$ cat src/rtl/mem_load_ctrl.sv
// Load-port controller: issues memory reads with zero request latency and
// buffers fixed-latency results in an order-preserving FIFO.
// Optional same-cycle result bypass is enabled by defining MEM_LOAD_CTRL_BYPASS_EN.
module mem_load_ctrl #(
  parameter int unsigned DATA_TYPE = 32,
  parameter int unsigned ADDR_TYPE = 32,
  parameter int unsigned LATENCY   = 1,
  parameter int unsigned DEPTH     = 2
) (
  input  logic                 clk,
  input  logic                 rst,
  input  logic [ADDR_TYPE-1:0] addrIn,
  input  logic                 addrIn_valid,
  output logic                 addrIn_ready,
  output logic [DATA_TYPE-1:0] dataOut,
  output logic                 dataOut_valid,
  input  logic                 dataOut_ready,
  output logic                 loadEn,
  output logic [ADDR_TYPE-1:0] loadAddr,
  input  logic [DATA_TYPE-1:0] memData
);

  localparam int unsigned OCC_W = $clog2(DEPTH + 1);
  localparam int unsigned PTR_W = (DEPTH > 1) ? $clog2(DEPTH) : 1;

  logic [OCC_W-1:0]     occ;
  logic [OCC_W-1:0]     fifoCnt;
  logic [PTR_W-1:0]     wrPtr;
  logic [PTR_W-1:0]     rdPtr;
  logic [DATA_TYPE-1:0] fifoMem [DEPTH];
  logic [LATENCY-1:0]   inFlight;

  logic accept;
  logic arrive;
  logic fifoEmpty;
  logic fifoPush;
  logic fifoPop;
  logic outFire;

  function automatic logic [PTR_W-1:0] ptrInc(input logic [PTR_W-1:0] p);
    return (p == PTR_W'(DEPTH - 1)) ? '0 : p + PTR_W'(1);
  endfunction

  // Ready depends only on the occupancy register; gated low while in reset.
  assign addrIn_ready = !rst && (occ < OCC_W'(DEPTH));
  assign accept       = addrIn_valid && addrIn_ready;
  assign loadEn       = accept;
  assign loadAddr     = addrIn;

  assign arrive    = inFlight[LATENCY-1];
  assign fifoEmpty = (fifoCnt == '0);
  assign fifoPop   = !fifoEmpty && dataOut_ready;
  assign outFire   = dataOut_valid && dataOut_ready;

`ifdef MEM_LOAD_CTRL_BYPASS_EN
  // An arriving result is shown immediately when nothing is queued ahead of it.
  assign dataOut_valid = !fifoEmpty || arrive;
  assign dataOut       = !fifoEmpty ? fifoMem[rdPtr] : (arrive ? memData : '0);
  assign fifoPush      = arrive && !(fifoEmpty && dataOut_ready);
`else
  assign dataOut_valid = !fifoEmpty;
  assign dataOut       = fifoEmpty ? '0 : fifoMem[rdPtr];
  assign fifoPush      = arrive;
`endif

  // Control state: read-tracking shift register, occupancy and FIFO pointers.
  always_ff @(posedge clk or posedge rst) begin
    if (rst) begin
      inFlight <= '0;
      occ      <= '0;
      fifoCnt  <= '0;
      wrPtr    <= '0;
      rdPtr    <= '0;
    end else begin
      inFlight <= LATENCY'({inFlight, accept});

      case ({accept, outFire})
        2'b10:   occ <= occ + OCC_W'(1);
        2'b01:   occ <= occ - OCC_W'(1);
        default: occ <= occ;
      endcase

      case ({fifoPush, fifoPop})
        2'b10:   fifoCnt <= fifoCnt + OCC_W'(1);
        2'b01:   fifoCnt <= fifoCnt - OCC_W'(1);
        default: fifoCnt <= fifoCnt;
      endcase

      if (fifoPush) wrPtr <= ptrInc(wrPtr);
      if (fifoPop)  rdPtr <= ptrInc(rdPtr);
    end
  end

  // Storage needs no reset: entries are only visible through fifoCnt.
  always_ff @(posedge clk) begin
    if (fifoPush) fifoMem[wrPtr] <= memData;
  end

endmodule

$ cat config.mk
export PLATFORM = sky130hd
export DESIGN_NAME = mem_load_ctrl
export DESIGN_NICKNAME = d
export VERILOG_FILES = /design/src/rtl/mem_load_ctrl.sv
export SDC_FILE = /design/constraint.sdc
export NUM_CORES = 1
export LEC_CHECK = 0
export CORE_MARGIN = 5
export CORE_UTILIZATION = 42
export CTS_CLUSTER_DIAMETER = 200
export CTS_CLUSTER_SIZE = 24
export DETAILED_ROUTE_END_ITERATION = 10
export MAX_ROUTING_LAYER = met4
export PLACE_DENSITY = 0.81
export SYNTH_ARGS = -nofsm -noshare
export SYNTH_HDL_FRONTEND = slang
export SYNTH_SLANG_ARGS = --single-unit
export TNS_END_PERCENT = 10
$ cat constraint.sdc
create_clock -name clk -period 2.4 [get_ports clk]
set_input_delay 0.48 -clock clk [delete_from_list [all_inputs] [get_ports clk]]
set_output_delay 0.48 -clock clk [all_outputs]
set_load 0.05 [all_outputs]
# After elaboration in Yosys (flattened, before gate mapping)
# Memory sizes are Yosys's and may differ from the RTL's.
# Cells that the tools add are included.
[word_totals] ff_bits=7 latchBits=0 ram_bits=64 mem_bits_ro=0 output_inout_bits=67 wordCells=32 memories=1
[classes] addsub=6 multipliers=0 div_mod_pow=0 magnitude_cmp=1 eq_ne=4 n_shift=0 muxes=7 bitwise_logic=0 reduce_logical=8
[memory_table] name="fifoMem" depth=2 word_bits=32 read_ports=1 rd_clocked_by_memory_dff=0 wr=1 line="30" rtl="logic [DATA_TYPE-1:0] fifoMem [DEPTH];"
[op_table] cell="32-bit 2-to-1 mux" n=1
[op_table] cell="2-bit one-hot mux with 2 select lines" n=2
[op_table] cell="2-bit by 1-bit adder with 2-bit output (second input constant)" n=2
[op_table] cell="2-bit by 1-bit == test with 1-bit output (second input constant)" n=2
[op_table] cell="2-bit == test (second input constant)" n=2
[op_table] cell="1-bit 2-to-1 mux" n=4
[op_table] cell="2-bit nonzero test" n=2
[op_table] cell="2-bit by 1-bit subtractor with 2-bit output (second input constant)" n=2
[op_table] cell="1-bit logical AND" n=3
[op_table] cell="1-bit adder (second input constant)" n=2
[op_table] cell="1-bit logical NOT" n=2
[op_table] cell="2-bit logical NOT" n=1
[op_table] cell="2-bit < comparator (second input constant)" n=1

# Logic depth before layout (Yosys ltp)
# Gate-level depths: netlist of the first run.
[depth] ltp_word=5 ltp_mapped=7 depth_no_buf=7

# Least setup slack after synthesis of the first run
# OpenSTA, ideal clock, no wires.
[synth_timing] path_type="reg2reg" startpoint="register inFlight, in the netlist arrive" endpoint="memory fifoMem[0][0], enable pin" setup_ns=0.421 arrival_time_ns=1.771 path_slack_ns=0.208 stages_incl_launch_ff=3 n_path_buf=0 period_less_slack_ns=2.192 path_cell_list="dfrtp_1 inv_1 nor2_1"
[synth_via] elab_chain_len=2
[synth_lines] element="start, declared" line="31" rtl="logic [LATENCY-1:0] inFlight;"
[synth_lines] element="start signal, assigned" line="75" rtl="inFlight <= LATENCY'({inFlight, accept});"
[synth_lines] element="1-bit 2-to-1 mux" line="96" rtl="if (fifoPush) fifoMem[wrPtr] <= memData;"
[synth_lines] element="1-bit 2-to-1 mux (not written as such)" line="96"
[synth_lines] element="end, declared" line="30"
# No other way between the ends.

# Worst setup path in the final report of the first run
[layout_timing] startpoint="register fifoCnt[1]" endpoint="output dataOut[31]"
[layout_via] elab_chain_len=2
[layout_lines] element="start, declared" line="27" rtl="logic [OCC_W-1:0] fifoCnt;"
[layout_lines] element="start signal, assigned" line="84" rtl="2'b10: fifoCnt <= fifoCnt + OCC_W'(1);"
[layout_lines] element="start signal, assigned" line="85" rtl="2'b01: fifoCnt <= fifoCnt - OCC_W'(1);"
[layout_lines] element="start signal, assigned" line="86" rtl="default: fifoCnt <= fifoCnt;"
[layout_lines] element="2-bit logical NOT" line="51" rtl="assign fifoEmpty = (fifoCnt == '0);"
[layout_lines] element="32-bit 2-to-1 mux" line="62" rtl="assign dataOut = fifoEmpty ? '0 : fifoMem[rdPtr];"
[layout_lines] element="end, declared" line="15" rtl="output logic [DATA_TYPE-1:0] dataOut,"
# No other way between the ends.

==> results of run 1 <==
final cells by class:
type / count / area (µm²) / share of cell area (%)
Clock buffer: 9 / 124 / 3.20
Tap cell: 96 / 120 / 3.10
Multi-Input combinational cell: 82 / 589 / 15.2
Clock inverter: 7 / 111 / 2.88
Sequential cell: 71 / 2100 / 54.2
Timing Repair Buffer: 75 / 813 / 21.0
Inverter: 4 / 15.0 / 0.388
state kept, by name, summed over array words and instances (netlist names):
name,cells
arrive,1
fifoCnt,2
fifoMem,64
occ,2
rdPtr,1
wrPtr,1
per-layer routing:
layer  part of all wire, %  vias up  wire length (µm)
met5                     0        -                 0
met4                   3.0        0               161
met3                   6.9       21               367
met2                    54       66              2860
met1                    36      740              1950
li1                      -      746                 -
worst max-delay path: stages, from the launching register on:
cell and delay [ns]:
dfrtp_1 0.42, nor2_4 0.37, buf_4 0.28, nor2_1 0.08, buf_4 0.19
power breakdown:
group | leakage [nW] | switching (mW) | internal [mW]
Combinational | 0.726 | 1.73 | 1.01
Clock | 0.118 | 0.421 | 0.683
Sequential | 0.665 | 0.0829 | 1.54
Total | 1.51 | 2.24 | 3.23
how the worst max path moves through the flow:
stage                              end  slack (ns)  depth (start not counted)
6_report                   dataOut[31]        0.25                          4
5_1_grt                    dataOut[24]        0.13                          4
4_1_cts                    dataOut[31]        0.19                          4
3_5_place_dp                    loadEn        0.39                          5
3_3_place_gp                    loadEn        0.45                          5
2_1_floorplan  fifoMem[0][0]$_DFFE_PP_        0.21                          2
logic make-up after synthesis:
family | after synthesis | synth area share (%)
AND/OR/NAND/NOR | 40 | 5.53
multiplexers | 32 | 10.7
flip-flops | 71 | 70.2
XOR/XNOR | 8 | 2.34
buffers and inverters | 43 | 10.4
adder cells (fa/ha/maj) | 2 | 0.837
cells in the final DEF (no fill, tap or decap):
cell type        count
edfxtp_1            64
nor2_1              35
clkdlybuf4s50_1     35
mux2i_1             32
buf_4               27
buf_12              13
clkbuf_8             9
dfrtp_1              6
xnor2_1              4
xor2_1               4
inv_1                4
bufinv_16            3
nor2_4               2
ha_1                 2
clkinv_1             2
nand2_1              1
and2_2               1
and2_4               1
clkinv_2             1
clkinv_4             1
dfrtp_2              1
==> flow_summary_export.csv, run 1 <==
group,metric,value,unit
layout,syn_to_final_growth,29.5,%
timing,whs,0.420,ns
grt,grt_remaining_overflow,0,
clock_tree,cts_tree,"built",
grt,use_met3,3.59,%
timing,rsz0062_at_grt,"no",
synth,ys.flop_type,"edfxtp_1",
timing,fin_crit,2.15,ns
synth,syn_avg_cell_area,15.3,µm²
min_path,hp-class,"primary input to asynchronous set/reset pin",
pwr,power,5.46,mW
place,place_congestion,0.672,
grt,groute.usage.overall,12.8,%
timing,hold_viol_final,0,
clock_tree,clk_latency,0.33,ns
clock_tree,h-tree-depth,3,
setup_path,crit_path_end_kind,"primary output",
synth,synth-seq-cells,71,
timing,worst_pin_slew,0.808,ns
timing,slew_violations,0,
place,dp.cells,328,
clock_tree,cts.reportedPaths.clkPinSlew,0.07,ns
grt,grt_pass1_wl,8070,µm
clock_tree,cts.sinks,71,
layout,nets,313,
place,placed_cell_area,3640,µm²
synth,synth_fp_nets,266,
floorplan,start_util,43.5,%
setup_path,reg2regPathDepth,6,
pwr,p_per_area,1410,nW/µm²
routing,wl_per_cell,15.5,µm
floorplan,row_count,30,
synth,synth_area_leaders,"edfxtp_1 64%, mux2i_1 11%, buf_4 8.3%, dfrtp_1 5.9%, nor2_1 4.5%",
clock_tree,clk_path_buf_depth,2,
synth,yosysTopAreaCell,"edfxtp_1",
synth,ys_warn_count,0,
grt,grt_max_degree,33,
routing,avgViaCountPerCell,4.57,
timing,fin_setup_tns,0,ns
synth,synth.most_common_cell,"edfxtp_1",
setup_path,crit_path_start,"fifoCnt[1]$_DFFE_PP0P_",
routing,wirelength,5340,µm
clock_tree,cts-root-buf,"clkbuf_8",
place,dpl_worst_slack,0.389,ns
setup_path,critPathMaxFanout,15,
pwr,vdd_drop_max,759,µV
layout,layout-drive-gt1-share,23.8,%
routing,firstDrtPassIters,4,
synth,yosysSeqAreaShare,70.2,%
synth,yosys-top-cells-count,"64 x edfxtp_1, 36 x nor2_1, 33 x buf_4",
floorplan,core_area,6870,µm²
floorplan,die_height,94.4,µm
clock_tree,cts_made_buffers,9,
floorplan,die_x,94.4,µm
setup_path,r2r-end,"fifoCnt[1]$_DFFE_PP0P_",
timing,fin_skew,0.00461,ns
setup_path,critPathLaunchType,"register",
timing,clock.fmax,464,MHz
clock_tree,postCtsHoldBufs,0,
setup_path,rr_startpoint,"fifoCnt[1]$_DFFE_PP0P_",
routing,num_vias,1573,
layout,design_area,3870,µm²
setup_path,worstSetupPathType,"register to primary output",
synth,async_flop_share,9.86,%
pwr,leakage,1.51,nW
routing,drtAntennaViolNets,0,
grt,grt_use_met2,22.0,%
synth,synth_area,2990,µm²
job,maxCapViolCount,0,
layout,n_fill_cell,559,
synth,ys_types,15,
floorplan,dieArea,8900,µm²
setup_path,worst_ep_required_time,1.92,ns
grt,first_global_vias,1696,
synth,synth_cells,196,
timing,setup_violations,0,
layout,final_util,56.4,%
floorplan,ios,135,
setup_path,reg2reg_slack,0.65,ns
timing,slew_headroom,46.2,%
timing,fin_crit_sh,89.8,%
synth,synth-edff-count,64,
routing,drcViolationCount,0,
clock_tree,cts_setup_buffers,0,
place,dp_hpwl,3730,µm
grt,grt.busiest_layer,"met2",
place,io_buffers,70,
layout,final_cells,344,
timing,setup_slack,0.245,ns
grt,grt_util_met1,12.5,%
routing,drtIter0Drc,53,
grt,antenna_found_initial,0,
layout,n_antenna_cell,0,
synth,post-synth-top-area-fraction,64.3,%
outcome,status,"finished clean",
clock_tree,ctsResizeCount,0,
setup_path,cp_data_arrival_time,1.67,ns
Power figures use the tool's default switching activity.
==> run 2, diff against run 1 <==
--- a/config.mk
+++ b/config.mk
@@ -5,13 +5,14 @@
 export SDC_FILE = /design/constraint.sdc
 export NUM_CORES = 1
 export LEC_CHECK = 0
+export ABC_CLOCK_PERIOD_IN_PS = 2700
 export CORE_MARGIN = 5
-export CORE_UTILIZATION = 42
+export CORE_UTILIZATION = 45
 export CTS_CLUSTER_DIAMETER = 200
 export CTS_CLUSTER_SIZE = 24
 export DETAILED_ROUTE_END_ITERATION = 10
 export MAX_ROUTING_LAYER = met4
-export PLACE_DENSITY = 0.81
+export PLACE_DENSITY = 0.86
 export SYNTH_ARGS = -nofsm -noshare
 export SYNTH_HDL_FRONTEND = slang
 export SYNTH_SLANG_ARGS = --single-unit
==> constraint.sdc (replaced) <==
create_clock -name clk -period 2.7 [get_ports clk]
set_input_delay 0.54 -clock clk [delete_from_list [all_inputs] [get_ports clk]]
set_output_delay 0.54 -clock clk [all_outputs]
set_load 0.05 [all_outputs]
==> flow_summary_export.csv, run 2 (synthesis gave the netlist of run 1 again) <==
group,metric,value,unit
floorplan,ios,135,
pwr,comb_power_share,51.0,%
routing,drtIter0Drc,57,
grt,grt_max_degree,33,
pwr,p_per_area,1200,nW/µm²
grt,groute.usage.overall,13.2,%
layout,syn_to_final_growth,23.3,%
timing,setup_slack,0.102,ns
routing,drcViolationCount,0,
timing,fin_setup_tns,0,ns
routing,wirelength,5270,µm
pwr,switching_share,44.1,%
timing,rsz0062_at_grt,"no",
timing,whs,0.474,ns
timing,slew_headroom,36.5,%
floorplan,row_count,29,
clock_tree,clk_latency,0.33,ns
grt,antenna_found_initial,0,
clock_tree,cts-root-buf,"clkbuf_8",
clock_tree,cts.sinks,71,
clock_tree,clk_path_buf_depth,2,
floorplan,die_x,91.5,µm
floorplan,dieArea,8370,µm²
floorplan,start_util,46.5,%
layout,final_common_cell,"edfxtp_1",
timing,setup_violations,0,
clock_tree,cts.reportedPaths.clkPinSlew,0.07,ns
clock_tree,cts_made_buffers,9,
setup_path,cpLargestDelayFamily,"buffers and inverters",
setup_path,crit_chain,"buf_4 -> mux2i_1 -> nor2_1 -> clkdlybuf4s50_1",
job,maxCapViolCount,0,
setup_path,cp_slowest_cell,"clkdlybuf4s50_1",
pwr,clkPwrFrac,16.3,%
routing,firstDrtPassIters,4,
pwr,seq_power_share,32.6,%
layout,largest_register,"fifoMem",
layout,nets,312,
grt,first_global_vias,1713,
routing,wl_per_cell,16.3,µm
clock_tree,postCtsHoldBufs,0,
timing,clock.fmax,385,MHz
place,io_buffers,70,
pwr,vdd_drop_max,586,µV
pwr,leakage,1.42,nW
setup_path,crit_path_end_kind,"primary output",
routing,avgViaCountPerCell,4.75,
place,dpl_worst_slack,0.436,ns
grt,grt_pass1_wl,8170,µm
layout,n_fill_cell,515,
layout,n_antenna_cell,0,
floorplan,die_height,91.5,µm
timing,worst_pin_slew,0.951,ns
timing,fin_crit,2.60,ns
layout,reg_top3,"fifoMem: 64 flops, fifoCnt: 2 flops, occ: 2 flops",
setup_path,worst_ep_required_time,2.16,ns
place,dp_hpwl,3660,µm
setup_path,critPathLaunchType,"register",
pwr,switchingPower,1.94,mW
setup_path,worstSetupPathType,"register to primary output",
routing,drtAntennaViolNets,0,
layout,largest_reg_flops,64,
grt,grt_remaining_overflow,0,
layout,layout-drive-gt1-share,15.4,%
timing,fin_crit_sh,96.2,%
timing,hold_viol_final,0,
floorplan,core_area,6420,µm²
pwr,intPower,2.46,mW
outcome,status,"finished clean",
timing,fin_skew,0.00475,ns
timing,slew_violations,0,
setup_path,critPathMaxFanout,19,
setup_path,worst_path_largest_cell_delay,0.81,ns
routing,num_vias,1538,
clock_tree,cts_tree,"built",
setup_path,cp_data_arrival_time,2.06,ns
min_path,hp-class,"register to register",
layout,mostFrequentLayoutCells,"64 x edfxtp_1, 55 x clkdlybuf4s50_1, 35 x nor2_1",
place,place_congestion,0.675,
clock_tree,h-tree-depth,3,
setup_path,path_buf_inv,2,
==> run 2: cell count changes in the layout (fill, tap and decap cells not counted) <==
cell             change
buf_12              -12
buf_4               -11
bufinv_16            -3
clkdlybuf4s50_1     +20
clkinv_1             -2
clkinv_2             +2
clkinvlp_4           +2
dlymetal6s2s_1       +2
inv_6                +1
==> run 2: worst reg2reg max path, stage by stage (launching register included) <==
cell and delay [ns]:
dfrtp_1 0.44, nor2_4 0.30, inv_1 0.10, and2_4 0.18, ha_1 0.30, nor2_1 0.14
xor2_1 0.15
==> run 2: timing repair <==
item | 4_1_cts | 5_1_grt
gates resized for setup | 0 | 2
setup endpoints to repair | 0 | 2
setup buffers | 0 | 0
==> run 2: final timing paths <==
| kind | startpoint | to | slack (ns) | depth (start not counted) |
|---|---|---|---|---|
| hold / removal | occ[1]$_DFFE_PP0P_ | occ[1]$_DFFE_PP0P_ | 0.47 | 1 |
| setup reg to reg | fifoCnt[0]$_DFFE_PP0P_ | fifoCnt[1]$_DFFE_PP0P_ | 1.03 | 6 |
| max in group asynchronous | rst | rdPtr$_DFFE_PP0P_ | 2.00 | 2 |
| min in group asynchronous | rst | occ[1]$_DFFE_PP0P_ | 0.48 | 2 |
| hold reg to reg | occ[1]$_DFFE_PP0P_ | occ[1]$_DFFE_PP0P_ | 0.47 | 1 |
| setup / recovery | rdPtr$_DFFE_PP0P_ | dataOut[18] | 0.10 | 4 |
==> run 2: cell type report <==
| type | count | area [µm²] | area share (%) |
|---|---|---|---|
| repair buffers | 74 | 716 | 19.4 |
| flip-flops and latches | 71 | 2100 | 56.9 |
| multi-input cells | 82 | 589 | 16.0 |
| clock inverters | 7 | 47.5 | 1.29 |
| well taps | 77 | 96.3 | 2.61 |
| inverters | 4 | 15.0 | 0.407 |
| clock buffers | 9 | 124 | 3.36 |
==> run 2: power by group through the flow <==
| stage | Clock [mW] | Combinational (mW) | Sequential [mW] |
|---|---|---|---|
| 6_report | 0.720 | 2.25 | 1.44 |
| 5_1_grt | 0.796 | 2.37 | 1.46 |
| 4_1_cts | 0.741 | 2.28 | 1.44 |
| 3_5_place_dp | 0 | 2.28 | 1.46 |
| 3_3_place_gp | 0 | 2.26 | 1.46 |
| 2_1_floorplan | 0 | 1.75 | 1.44 |
==> run 2: per-layer routing <==
metal,vias up,GRT usage (%),wire length (µm)
li1,746,-,-
met5,-,-,0
met2,49,22.1,2700
met1,714,13.3,2000
met3,29,4.63,390
met4,0,7.41,182
==> run 2: stage by stage <==
stage | std cells | total power, mW | util, % | area (µm²)
floorplan | 196 | 3.19 | - | 2990
global placement | 308 | 3.72 | 54.6 | 3510
detailed placement | 308 | 3.74 | 54.6 | 3510
CTS | 324 | 4.46 | 57.3 | 3680
global route | 324 | 4.63 | 57.4 | 3690
finish | 324 | 4.41 | 57.4 | 3690
